==> src/rtl/pokemaze_pkg.sv <==
// Shared types and keycode constants for the maze player sprite path.
package pokemaze_pkg;

    typedef enum logic [1:0] {
        UP    = 2'd0,
        RIGHT = 2'd1,
        DOWN  = 2'd2,
        LEFT  = 2'd3
    } dir_t;

    typedef enum logic {
        IDLE = 1'b0,
        MOVE = 1'b1
    } ctrl_state_t;

    localparam logic [7:0] KEY_W = 8'h1A;
    localparam logic [7:0] KEY_A = 8'h04;
    localparam logic [7:0] KEY_S = 8'h16;
    localparam logic [7:0] KEY_D = 8'h07;

    // True for the four movement keys.
    function automatic logic key_is_dir(input logic [7:0] k);
        return (k == KEY_W) || (k == KEY_D) || (k == KEY_S) || (k == KEY_A);
    endfunction

    // Movement key to direction; only meaningful when key_is_dir() holds.
    function automatic dir_t key_to_dir(input logic [7:0] k);
        dir_t d;
        case (k)
            KEY_W:   d = UP;
            KEY_D:   d = RIGHT;
            KEY_S:   d = DOWN;
            default: d = LEFT;
        endcase
        return d;
    endfunction

endpackage

==> src/rtl/player_sprite_ctrl_if.sv <==
// Signal bundle between the VGA/keyboard/maze side and the sprite controller.
interface player_sprite_ctrl_if;

    logic        vs;
    logic [9:0]  DrawX;
    logic [9:0]  DrawY;
    logic [7:0]  keycode;
    logic        key_valid;
    logic [3:0]  blocked;

    logic [4:0]  tile_x;
    logic [4:0]  tile_y;
    logic [19:0] DistX;
    logic [19:0] DistY;
    logic        sprite_on;
    logic [1:0]  facing;
    logic        moving;
    logic [1:0]  walk_frame;

    modport master (
        output vs, DrawX, DrawY, keycode, key_valid, blocked,
        input  tile_x, tile_y, DistX, DistY, sprite_on, facing, moving, walk_frame
    );

    modport slave (
        input  vs, DrawX, DrawY, keycode, key_valid, blocked,
        output tile_x, tile_y, DistX, DistY, sprite_on, facing, moving, walk_frame
    );

endinterface

==> src/rtl/player_sprite_ctrl_tick.sv <==
// Frame tick generator: one-cycle pulse the cycle after a registered falling
// edge of the active-low vertical sync.
module frame_tick_gen (
    input  logic vga_clk,
    input  logic reset_n,
    input  logic vs_i,
    output logic tick_o
);

    logic vs_q1;
    logic vs_q2;
    logic tick_q;

    // Two-stage vs history (idles high) and registered falling-edge pulse.
    always_ff @(posedge vga_clk or negedge reset_n) begin
        if (!reset_n) begin
            vs_q1  <= 1'b1;
            vs_q2  <= 1'b1;
            tick_q <= 1'b0;
        end else begin
            vs_q1  <= vs_i;
            vs_q2  <= vs_q1;
            tick_q <= vs_q2 & ~vs_q1;
        end
    end

    assign tick_o = tick_q;

endmodule

==> src/rtl/player_sprite_ctrl.sv <==
// Maze player position and sprite-window controller.
// Steps the sprite one tile at a time on frame ticks, honouring wall flags,
// and produces the registered per-pixel sprite window for the draw stage.
// Optional walk animation counter: define SPRITE_ANIM_EN.
//
// state | meaning
// IDLE  | at rest on a tile; a pending key is evaluated on the next tick
// MOVE  | sliding STEP pixels per tick towards the target tile
module player_sprite_ctrl
    import pokemaze_pkg::*;
#(
    parameter int TILE    = 20,
    parameter int STEP    = 2,
    parameter int GRID_W  = 32,
    parameter int GRID_H  = 24,
    parameter int START_X = 1,
    parameter int START_Y = 1
) (
    input  logic                vga_clk,
    input  logic                reset_n,
    player_sprite_ctrl_if.slave bus
);

    localparam logic [10:0] TILE_W   = 11'(TILE);
    localparam logic [10:0] STEP_W   = 11'(STEP);
    localparam logic [10:0] START_PX = 11'(START_X * TILE);
    localparam logic [10:0] START_PY = 11'(START_Y * TILE);
    localparam logic [4:0]  START_TX = 5'(START_X);
    localparam logic [4:0]  START_TY = 5'(START_Y);
    localparam logic [4:0]  MAX_TX   = 5'(GRID_W - 1);
    localparam logic [4:0]  MAX_TY   = 5'(GRID_H - 1);

    logic        tick;

    ctrl_state_t state_q, state_d;
    dir_t        facing_q, facing_d;
    dir_t        req_dir_q;
    logic        req_pending_q;
    logic        consume;
    logic [4:0]  tile_x_q, tile_x_d;
    logic [4:0]  tile_y_q, tile_y_d;
    logic [10:0] pix_x_q, pix_x_d;
    logic [10:0] pix_y_q, pix_y_d;
    logic [10:0] remaining_q, remaining_d;

    dir_t        mv_dir;
    logic [4:0]  tgt_x;
    logic [4:0]  tgt_y;
    logic        at_edge;

    logic [10:0] draw_x;
    logic [10:0] draw_y;
    logic        inx;
    logic        iny;
    logic        sprite_on_q;
    logic [10:0] dist_x_q;
    logic [10:0] dist_y_q;

    frame_tick_gen u_tick (
        .vga_clk (vga_clk),
        .reset_n (reset_n),
        .vs_i    (bus.vs),
        .tick_o  (tick)
    );

    // Latch the most recent movement key; a new key wins over consumption.
    always_ff @(posedge vga_clk or negedge reset_n) begin
        if (!reset_n) begin
            req_dir_q     <= DOWN;
            req_pending_q <= 1'b0;
        end else if (bus.key_valid && key_is_dir(bus.keycode)) begin
            req_dir_q     <= key_to_dir(bus.keycode);
            req_pending_q <= 1'b1;
        end else if (consume) begin
            req_pending_q <= 1'b0;
        end
    end

    // Neighbour tile in the direction of interest and whether it is off-grid.
    always_comb begin
        mv_dir  = (state_q == IDLE) ? req_dir_q : facing_q;
        tgt_x   = tile_x_q;
        tgt_y   = tile_y_q;
        at_edge = 1'b0;
        case (mv_dir)
            UP: begin
                at_edge = (tile_y_q == 5'd0);
                tgt_y   = tile_y_q - 5'd1;
            end
            RIGHT: begin
                at_edge = (tile_x_q >= MAX_TX);
                tgt_x   = tile_x_q + 5'd1;
            end
            DOWN: begin
                at_edge = (tile_y_q >= MAX_TY);
                tgt_y   = tile_y_q + 5'd1;
            end
            default: begin
                at_edge = (tile_x_q == 5'd0);
                tgt_x   = tile_x_q - 5'd1;
            end
        endcase
    end

    // Next-state logic: evaluate requests in IDLE, slide pixels in MOVE.
    always_comb begin
        state_d     = state_q;
        facing_d    = facing_q;
        tile_x_d    = tile_x_q;
        tile_y_d    = tile_y_q;
        pix_x_d     = pix_x_q;
        pix_y_d     = pix_y_q;
        remaining_d = remaining_q;
        consume     = 1'b0;
        case (state_q)
            IDLE: begin
                if (tick && req_pending_q) begin
                    consume  = 1'b1;
                    facing_d = req_dir_q;
                    if (!bus.blocked[req_dir_q] && !at_edge) begin
                        remaining_d = TILE_W;
                        state_d     = MOVE;
                    end
                end
            end
            MOVE: begin
                if (tick) begin
                    case (facing_q)
                        UP:      pix_y_d = pix_y_q - STEP_W;
                        RIGHT:   pix_x_d = pix_x_q + STEP_W;
                        DOWN:    pix_y_d = pix_y_q + STEP_W;
                        default: pix_x_d = pix_x_q - STEP_W;
                    endcase
                    remaining_d = remaining_q - STEP_W;
                    if (remaining_d == 11'd0) begin
                        tile_x_d = tgt_x;
                        tile_y_d = tgt_y;
                        state_d  = IDLE;
                    end
                end
            end
            default: state_d = IDLE;
        endcase
    end

    // Position, heading and FSM state registers.
    always_ff @(posedge vga_clk or negedge reset_n) begin
        if (!reset_n) begin
            state_q     <= IDLE;
            facing_q    <= DOWN;
            tile_x_q    <= START_TX;
            tile_y_q    <= START_TY;
            pix_x_q     <= START_PX;
            pix_y_q     <= START_PY;
            remaining_q <= 11'd0;
        end else begin
            state_q     <= state_d;
            facing_q    <= facing_d;
            tile_x_q    <= tile_x_d;
            tile_y_q    <= tile_y_d;
            pix_x_q     <= pix_x_d;
            pix_y_q     <= pix_y_d;
            remaining_q <= remaining_d;
        end
    end

    assign draw_x = {1'b0, bus.DrawX};
    assign draw_y = {1'b0, bus.DrawY};
    assign inx    = (draw_x >= pix_x_q) && (draw_x < pix_x_q + TILE_W);
    assign iny    = (draw_y >= pix_y_q) && (draw_y < pix_y_q + TILE_W);

    // Registered sprite window and in-sprite offsets for the ROM lookup.
    always_ff @(posedge vga_clk or negedge reset_n) begin
        if (!reset_n) begin
            sprite_on_q <= 1'b0;
            dist_x_q    <= 11'd0;
            dist_y_q    <= 11'd0;
        end else begin
            sprite_on_q <= inx && iny;
            dist_x_q    <= (inx && iny) ? (draw_x - pix_x_q) : 11'd0;
            dist_y_q    <= (inx && iny) ? (draw_y - pix_y_q) : 11'd0;
        end
    end

`ifdef SPRITE_ANIM_EN
    logic [1:0] anim_cnt_q;
    logic [1:0] walk_q;

    // Walk frame advances every fourth tick of a move, cleared on arrival.
    always_ff @(posedge vga_clk or negedge reset_n) begin
        if (!reset_n) begin
            anim_cnt_q <= 2'd0;
            walk_q     <= 2'd0;
        end else if (tick && (state_q == MOVE)) begin
            if (state_d == IDLE) begin
                anim_cnt_q <= 2'd0;
                walk_q     <= 2'd0;
            end else begin
                anim_cnt_q <= anim_cnt_q + 2'd1;
                if (anim_cnt_q == 2'd3) begin
                    walk_q <= walk_q + 2'd1;
                end
            end
        end
    end

    assign bus.walk_frame = walk_q;
`else
    assign bus.walk_frame = 2'd0;
`endif

    assign bus.tile_x    = tile_x_q;
    assign bus.tile_y    = tile_y_q;
    assign bus.facing    = facing_q;
    assign bus.moving    = (state_q == MOVE);
    assign bus.sprite_on = sprite_on_q;
    assign bus.DistX     = {9'd0, dist_x_q};
    assign bus.DistY     = {9'd0, dist_y_q};

endmodule

==> src/flat_wrapper.sv <==
// flat-port wrapper written by rule: the top's interface ports become plain ports
module player_sprite_ctrl_flat import pokemaze_pkg::*;
#(
    parameter int TILE    = 20,
    parameter int STEP    = 2,
    parameter int GRID_W  = 32,
    parameter int GRID_H  = 24,
    parameter int START_X = 1,
    parameter int START_Y = 1
)
  (vga_clk, reset_n, bus_vs, bus_DrawX, bus_DrawY, bus_keycode, bus_key_valid, bus_blocked, bus_tile_x, bus_tile_y, bus_DistX, bus_DistY, bus_sprite_on, bus_facing, bus_moving, bus_walk_frame);
  player_sprite_ctrl_if bus_i ();
  input  logic vga_clk;
  input  logic reset_n;
  input wire logic [$bits(bus_i.vs)-1:0] bus_vs;
  input wire logic [$bits(bus_i.DrawX)-1:0] bus_DrawX;
  input wire logic [$bits(bus_i.DrawY)-1:0] bus_DrawY;
  input wire logic [$bits(bus_i.keycode)-1:0] bus_keycode;
  input wire logic [$bits(bus_i.key_valid)-1:0] bus_key_valid;
  input wire logic [$bits(bus_i.blocked)-1:0] bus_blocked;
  output wire logic [$bits(bus_i.tile_x)-1:0] bus_tile_x;
  output wire logic [$bits(bus_i.tile_y)-1:0] bus_tile_y;
  output wire logic [$bits(bus_i.DistX)-1:0] bus_DistX;
  output wire logic [$bits(bus_i.DistY)-1:0] bus_DistY;
  output wire logic [$bits(bus_i.sprite_on)-1:0] bus_sprite_on;
  output wire logic [$bits(bus_i.facing)-1:0] bus_facing;
  output wire logic [$bits(bus_i.moving)-1:0] bus_moving;
  output wire logic [$bits(bus_i.walk_frame)-1:0] bus_walk_frame;
  assign bus_i.vs = bus_vs;
  assign bus_i.DrawX = bus_DrawX;
  assign bus_i.DrawY = bus_DrawY;
  assign bus_i.keycode = bus_keycode;
  assign bus_i.key_valid = bus_key_valid;
  assign bus_i.blocked = bus_blocked;
  assign bus_tile_x = bus_i.tile_x;
  assign bus_tile_y = bus_i.tile_y;
  assign bus_DistX = bus_i.DistX;
  assign bus_DistY = bus_i.DistY;
  assign bus_sprite_on = bus_i.sprite_on;
  assign bus_facing = bus_i.facing;
  assign bus_moving = bus_i.moving;
  assign bus_walk_frame = bus_i.walk_frame;
  player_sprite_ctrl #(.TILE(TILE), .STEP(STEP), .GRID_W(GRID_W), .GRID_H(GRID_H), .START_X(START_X), .START_Y(START_Y)) u_core (.vga_clk(vga_clk), .reset_n(reset_n), .bus(bus_i));
endmodule
==> config.mk <==
export PLATFORM = sky130hd
export DESIGN_NAME = player_sprite_ctrl_flat
export DESIGN_NICKNAME = d
export VERILOG_FILES = /design/src/rtl/pokemaze_pkg.sv /design/src/rtl/player_sprite_ctrl_if.sv /design/src/rtl/player_sprite_ctrl_tick.sv /design/src/rtl/player_sprite_ctrl.sv /design/src/flat_wrapper.sv
export SDC_FILE = /design/constraint.sdc
export NUM_CORES = 1
export LEC_CHECK = 0
export ABC_CLOCK_PERIOD_IN_PS = 4150
export CAP_MARGIN = 20
export CELL_PAD_IN_SITES_DETAIL_PLACEMENT = 2
export CELL_PAD_IN_SITES_GLOBAL_PLACEMENT = 2
export CORE_MARGIN = 5
export CORE_UTILIZATION = 37
export CTS_BUF_LIST = sky130_fd_sc_hd__clkbuf_2 sky130_fd_sc_hd__clkbuf_4 sky130_fd_sc_hd__clkbuf_8
export CTS_CLUSTER_DIAMETER = 40
export DETAILED_ROUTE_END_ITERATION = 6
export HOLD_SLACK_MARGIN = 0.12
export PLACE_DENSITY_LB_ADDON = 0.25
export SYNTH_ARGS = -nofsm -noshare
export SYNTH_HDL_FRONTEND = slang
export SYNTH_SLANG_ARGS = --single-unit
==> constraint.sdc <==
create_clock -name vga_clk -period 4.15 [get_ports vga_clk]
set_clock_uncertainty 0.05 [all_clocks]
set_input_delay 0.83 -clock vga_clk [delete_from_list [all_inputs] [get_ports vga_clk]]
set_output_delay 0.83 -clock vga_clk [all_outputs]
set_load 0.05 [all_outputs]
Word level (Yosys, flattened, before mapping)
Index checks and enable logic that the tools add are counted.
{"block": "totals", "latchBits": 0, "input_bits": 36, "output_inout_bits": 56, "reg_bits": 75, "mem_count": 0, "mem_bits_ro": 0, "ram_bits": 0}
{"block": "op_classes", "n_shift": 0, "n_div": 0, "bitwise": 5, "muxes": 24, "order_cmp": 7, "n_eq_ne": 11, "addsub": 13, "multipliers": 0, "reduce_logical": 27}
{"op": "$pmux W11 S2", "n": 3}
{"op": "$mux W11", "n": 5}
{"op": "$sub A11 B2 Y11 const B", "n": 3}
{"op": "$add A11 B2 Y11 const B", "n": 2}
{"op": "$add A11 B5 Y11 const B", "n": 2}
{"op": "$ge A10 B11 Y1", "n": 2}
{"op": "$lt A10 B11 Y1", "n": 2}
{"op": "$sub A10 B11 Y11", "n": 2}
{"op": "$pmux W5 S2", "n": 2}
{"op": "$eq A8 B3 Y1 const B", "n": 2}
{"op": "$eq A8 B5 Y1 const B", "n": 2}
{"op": "$logic_not A11 Y1", "n": 1}
{"op": "$add A5 B1 Y5 const B", "n": 2}
{"op": "$ge A5 B5 Y1 const B", "n": 2}
{"op": "$logic_not A5 Y1", "n": 2}
{"op": "$sub A5 B1 Y5 const B", "n": 2}
{"op": "$mux W1", "n": 9}
{"op": "$reduce_and A3 Y1", "n": 3}
{"op": "$reduce_and A4 Y1", "n": 2}
{"op": "$logic_and A1 B1 Y1", "n": 6}
{"op": "$ne A2 B2 Y1 const B", "n": 3}
{"op": "$pmux W2 S3", "n": 1}
{"op": "$reduce_bool A2 Y1", "n": 3}
{"op": "$eq A2 B1 Y1 const B", "n": 2}
{"op": "13 further kinds", "n": 22}

Depth between registers and ports, before layout
{"block": "depth", "word_depth": 8, "ltp_mapped": 12}

Modules after synthesis
From an unflattened synthesis, not the netlist that was laid out.
{"block": "hier_totals", "cells_unflattened": 583, "hier_area_um2": 5421.4}
{"module": "player_sprite_ctrl", "seq_area_each_um2": 1736.7, "area_each_um2": 5330.1, "n_inst": 1, "cells_each": 579}
{"module": "frame_tick_gen", "seq_area_each_um2": 77.6, "area_each_um2": 91.3, "n_inst": 1, "cells_each": 4}

Worst setup path after synthesis
OpenSTA, ideal clock, no wires.
{"block": "synth_path", "path_kind": "reg-to-reg", "start": "reg u_core.facing_q[1] (netlist: u_core.bus.facing[1])", "end": "reg u_core.pix_y_q[8]", "setup_slack_ps": 1232, "arrival_ps": 2732, "setup_time_ps": 137, "path_buffers": 1, "path_stages_with_launch": 10, "period_less_slack_ps": 2918, "required_time_ps": 3963, "cell_sequence": "dfstp_2 clkbuf_1 nand2b_1 ha_1 a211oi_1 o21bai_1 a211o_1 a311o_1 nand2_1 o21ai_0"}
{"block": "synth_between", "elab_chain_len": 3, "elab_cells_between_ends": 5, "cone_classes": "eq/ne (1); mux (1); reduce/logical (3)"}
{"element": "start, declared", "line_no": "player_sprite_ctrl.sv:36", "text": "dir_t facing_q, facing_d;"}
{"element": "start signal, assigned", "line_no": "player_sprite_ctrl.sv:158", "text": "facing_q <= facing_d;"}
{"element": "$eq A2 B2 Y1 / $logic_not A2 Y1 (equally long branches)", "line_no": "player_sprite_ctrl.sv:128", "text": "case (facing_q)"}
{"element": "$reduce_bool A2 Y1 (no source line)"}
{"element": "$reduce_and A3 Y1 (no source line)"}
{"element": "end signal, assigned", "line_no": "player_sprite_ctrl.sv:162", "text": "pix_y_q <= pix_y_d;"}
{"element": "end, declared", "line_no": "player_sprite_ctrl.sv:43", "text": "logic [10:0] pix_y_q, pix_y_d;"}
Parallel ways exist; a longest one is shown, timed or not.
A chain may end at the register's enable or synchronous reset.

Worst setup path after layout
{"block": "layout_path", "start": "in bus_DrawY[1]", "end": "reg u_core.dist_y_q[4]"}
{"block": "layout_between", "elab_chain_len": 4, "elab_cells_between_ends": 6, "cone_classes": "add/sub (1); order compare (2); mux (1); reduce/logical (2)"}
{"element": "start, declared", "line_no": "flat_wrapper.sv:17", "text": "input wire logic [$bits(bus_i.DrawY)-1:0] bus_DrawY;"}
{"element": "$ge A10 B11 Y1 / $lt A10 B11 Y1 (equally long branches)", "line_no": "player_sprite_ctrl.sv:170", "text": "assign iny = (draw_y >= pix_y_q) && (draw_y < pix_y_q + TILE_W);"}
{"element": "$logic_and A1 B1 Y1", "line_no": "player_sprite_ctrl.sv:170"}
{"element": "$logic_and A1 B1 Y1", "line_no": "player_sprite_ctrl.sv:181", "text": "dist_y_q <= (inx && iny) ? (draw_y - pix_y_q) : 11'd0;"}
{"element": "$mux W11 (*)", "line_no": "player_sprite_ctrl.sv:181"}
{"element": "end signal, assigned", "line_no": "player_sprite_ctrl.sv:181"}
{"element": "end, declared", "line_no": "player_sprite_ctrl.sv:57", "text": "logic [10:0] dist_y_q;"}
Mark *: on every way between the ends. The rest lies on a longest branch, timed or not.

==> flow_metrics.py <==
metrics = {
    "setup_path": {
        "criticalPathCategory": "in -> reg",
        "r2r_setup_slack_ps": 970,
        "r2r-start": "u_core.pix_y_q[2]",
        "crit_path_frequent_cell": "inv_1",
        "critical_path_required_ps": 4350,
        "reg2reg_depth": 12,
        "timing.critical_path.slowest_stage_cell": "fa_1",
        "cpPeakStageDelay_ps": 430,
        "total_buffers_and_inverters_traversed_by_the_critical_path": 4,
        "timing.critical_path.cells": "clkdlybuf4s50_1 -> inv_1 -> ha_1 -> inv_1 -> fa_1 -> a211oi_1 -> o21ai_0 -> a21oi_1 -> o21ai_0 -> nand3_1 -> inv_1 -> and3_1",
        "critical-path-top-delay-family": "compound AO/OA/AOI/OAI gates",
        "cp.arrival_ps": 3520,
        "r2r_end": "u_core.dist_y_q[5]",
        "startpoint_type": "input port",
        "crit_fanout": 10,
        "critPathCaptureType": "flip-flop",
    },
    "logic_synthesis": {
        "dominantRegCellSynth": "dfrtp_1",
        "synth.area.top_cells": "dfrtp_1 29%, ha_1 13%, dfstp_2 4.9%",
        "synth.ff_latch_count": 72,
        "syn_area_um2": 5400,
        "netlist_instances": 573,
        "post-synth-top-count-cell": "dfrtp_1",
        "synth_common_cells": "62 x dfrtp_1, 57 x ha_1, 41 x nand2_1",
        "synth_top_cell_area_share": 0.287,
        "synth_top_cell_by_area": "dfrtp_1",
        "ys_seq_area_frac": 0.336,
        "yosysWarnings": 0,
        "ys_types": 65,
        "synth_edf_count": 0,
        "synth.avg_cell_area_um2": 9.43,
        "async_flop_share": 1.00,
    },
    "floorplan": {
        "die-area_um2": 17100,
        "io_pins": 92,
        "std_cell_rows": 44,
        "die_height_um": 131,
        "core_um2": 14400,
        "die_width_um": 131,
        "initial_core_util": 0.375,
    },
    "clock_network": {
        "cts.sink_count": 72,
        "tritoncts": "yes",
        "ctsHoldBuffers": 0,
        "clock_tree.buffer_depth": 2,
        "post_cts_resize_count": 0,
        "cts_max_level": 3,
        "numCtsBuffers": 9,
        "path_clk_slew_ps": 80,
        "post_cts_buffers": 0,
        "worst_skew_pair.late_latency_ps": 360,
        "clock-root-buffer": "clkbuf_8",
    },
    "timing": {
        "fin_crit_ps": 3320,
        "max-slew-margin-rel": 0.367,
        "totalNegativeSetupSlack_ps": 0,
        "slew_viol_final": 0,
        "fin_worst_hold_slack_ps": 321,
        "measured_slew_at_the_worst_slew_check_pin_ps": 950,
        "final-setup-viol-count": 0,
        "timing.fmax_ghz": 0.301,
        "layout_worst_path_cycle_share": 0.800,
        "rsz0062_at_grt": "false",
        "finalHoldViolCount": 0,
    },
    "finish": {
        "fraction_of_layout_cells_with_a_size_suffix_above_1": 0.0723,
        "finalCoreUtilization": 0.444,
        "antenna_cells_inserted": 0,
        "num-fill-cells": 1574,
        "multi_input_comb_area_um2": 3340,
        "area_growth_syn_to_layout_pct": 18.4,
        "finish.net_count": 747,
        "regArea_um2": 1810,
    },
    "pwr": {
        "sw_frac_of_total": 0.432,
        "ir_drop_mv": 0.135,
        "clockPowerShare": 0.183,
        "power.static_leakage_nw": 2.82,
        "seqPwrFrac": 0.331,
        "cell_internal_pwr_w": 0.00157,
        "power_density_nw_per_um2": 433,
        "net-switching-power_w": 0.00120,
        "power_frac_comb": 0.486,
    },
    "run": {
        "drv.max_cap_violation_count": 0,
    },
    "placed_design": {
        "gp_congestion": 0.848,
        "port_buffers": 71,
        "dpl.hpwl_um": 11800,
    },
    "routing": {
        "routed-via-count": 4489,
        "drt-vias-per-instance": 5.38,
        "number_of_remaining_drc_errors": 0,
        "antenna_violating_nets_post_route": 0,
        "wire_per_inst_um": 18.0,
        "dr.first_iter.drc_count": 131,
        "detail_route.wirelength_um": 15000,
        "dr.pass1.iters": 4,
    },
    "grt": {
        "number_of_global_route_vias_before_repair": 5210,
        "global_route.usage.total": 0.186,
        "antenna_found_initial": 0,
        "grt_pass1_wl_um": 25400,
        "largest_net_degree_at_the_start_of_global_routing": 73,
        "total_congestion_overflow": 0,
    },
    "run_status": {
        "run_status": "complete, no violations",
    },
    "min_path": {
        "holdCritStartpoint": "u_core.u_tick.vs_q1",
        "holdCritPathClass": "reg -> reg",
        "timing.hold.worst_path_depth": 0,
        "hold_path_end": "u_core.u_tick.vs_q2",
    },
}
registers in the layout (all words and copies together) (netlist names):
name and count:
u_core.pix_x_q 10, u_core.dist_x_q 11, u_core.pix_y_q 10, u_core.bus.tile_x 5
u_core.bus.facing 2, u_core.remaining_q 10, u_core.u_tick.tick_o 1, u_core.bus.tile_y 5
u_core.req_pending_q 1, u_core.u_tick.vs_q1 1, u_core.bus.sprite_on 1, u_core.dist_y_q 11
u_core.req_dir_q 2, u_core.u_tick.vs_q2 1, u_core.bus.moving 1
per-stage QoR:
step | cells | setup slack (ps) | power, W | cell area (µm²)
floorplan | 592 | 1230 | 0.00188 | 5470
global placement | 819 | 618 | 0.00219 | 6240
detailed placement | 819 | 456 | 0.00228 | 6240
CTS | 834 | 829 | 0.00281 | 6400
global route | 834 | 626 | 0.00299 | 6400
finish | 834 | 829 | 0.00277 | 6400
cell usage in the layout, fill, tap and decap left out, types with 14 or more instances in the layout:
master / count
a21oi_1: 31
clkdlybuf4s50_1: 70
conb_1: 20
dfrtp_1: 62
ha_1: 57
inv_1: 34
nand2_1: 41
nand3_1: 14
nor2_1: 39
nor3_1: 15
o21ai_0: 38
xnor2_1: 30
xor2_1: 21
area by class of cell:
cell class,instances,share of cell area
clock buffers,11,0.0217
clock inverters,4,0.00352
inverters,34,0.0199
multi-input cells,456,0.522
flip-flops and latches,72,0.284
well taps,184,0.0360
repair buffers,73,0.113
power by group through the flow:
stage	Sequential (W)	Clock, W	Combinational, W
6_report	0.000916	0.000506	0.00135
5_1_grt	0.000933	0.000552	0.00151
4_1_cts	0.000919	0.000527	0.00137
3_5_place_dp	0.000931	0	0.00135
3_3_place_gp	0.000926	0	0.00126
2_1_floorplan	0.000975	0	0.000907
worst max-delay path by stage:
| stage | start | end | cells after the start |
|---|---|---|---|
| final | bus_DrawY[1] | u_core.dist_y_q[4] | 12 |
| after detailed placement | bus_DrawY[1] | u_core.dist_x_q[0] | 12 |
| after CTS | bus_DrawY[1] | u_core.dist_y_q[4] | 12 |
| after global placement | bus_DrawX[1] | u_core.dist_y_q[5] | 12 |
| after global routing | bus_DrawY[1] | u_core.dist_y_q[0] | 12 |
| after floorplan | u_core.bus.facing[1] | u_core.pix_y_q[8] | 9 |
kinds of logic after synthesis:
kind of cell / synth area share
muxes: 0.0255
DFF: 0.336
other: 0.000694
and+or+nand+nor: 0.165
AOI/OAI and AO/OA: 0.170
buffers and inverters: 0.0591
adders and majority gates: 0.162
xor gates and xnor gates: 0.0827
routing by layer:
| layer | routed length (µm) | up-vias | track usage |
|---|---|---|---|
| met1 | 6300 | 2236 | 0.220 |
| met5 | 0 | - | 0 |
| li1 | - | 2150 | - |
| met3 | 519 | 23 | 0.0297 |
| met4 | 274 | 0 | 0.0563 |
| met2 | 7890 | 80 | 0.344 |
Note: power is estimated with default switching activity, not from simulation.
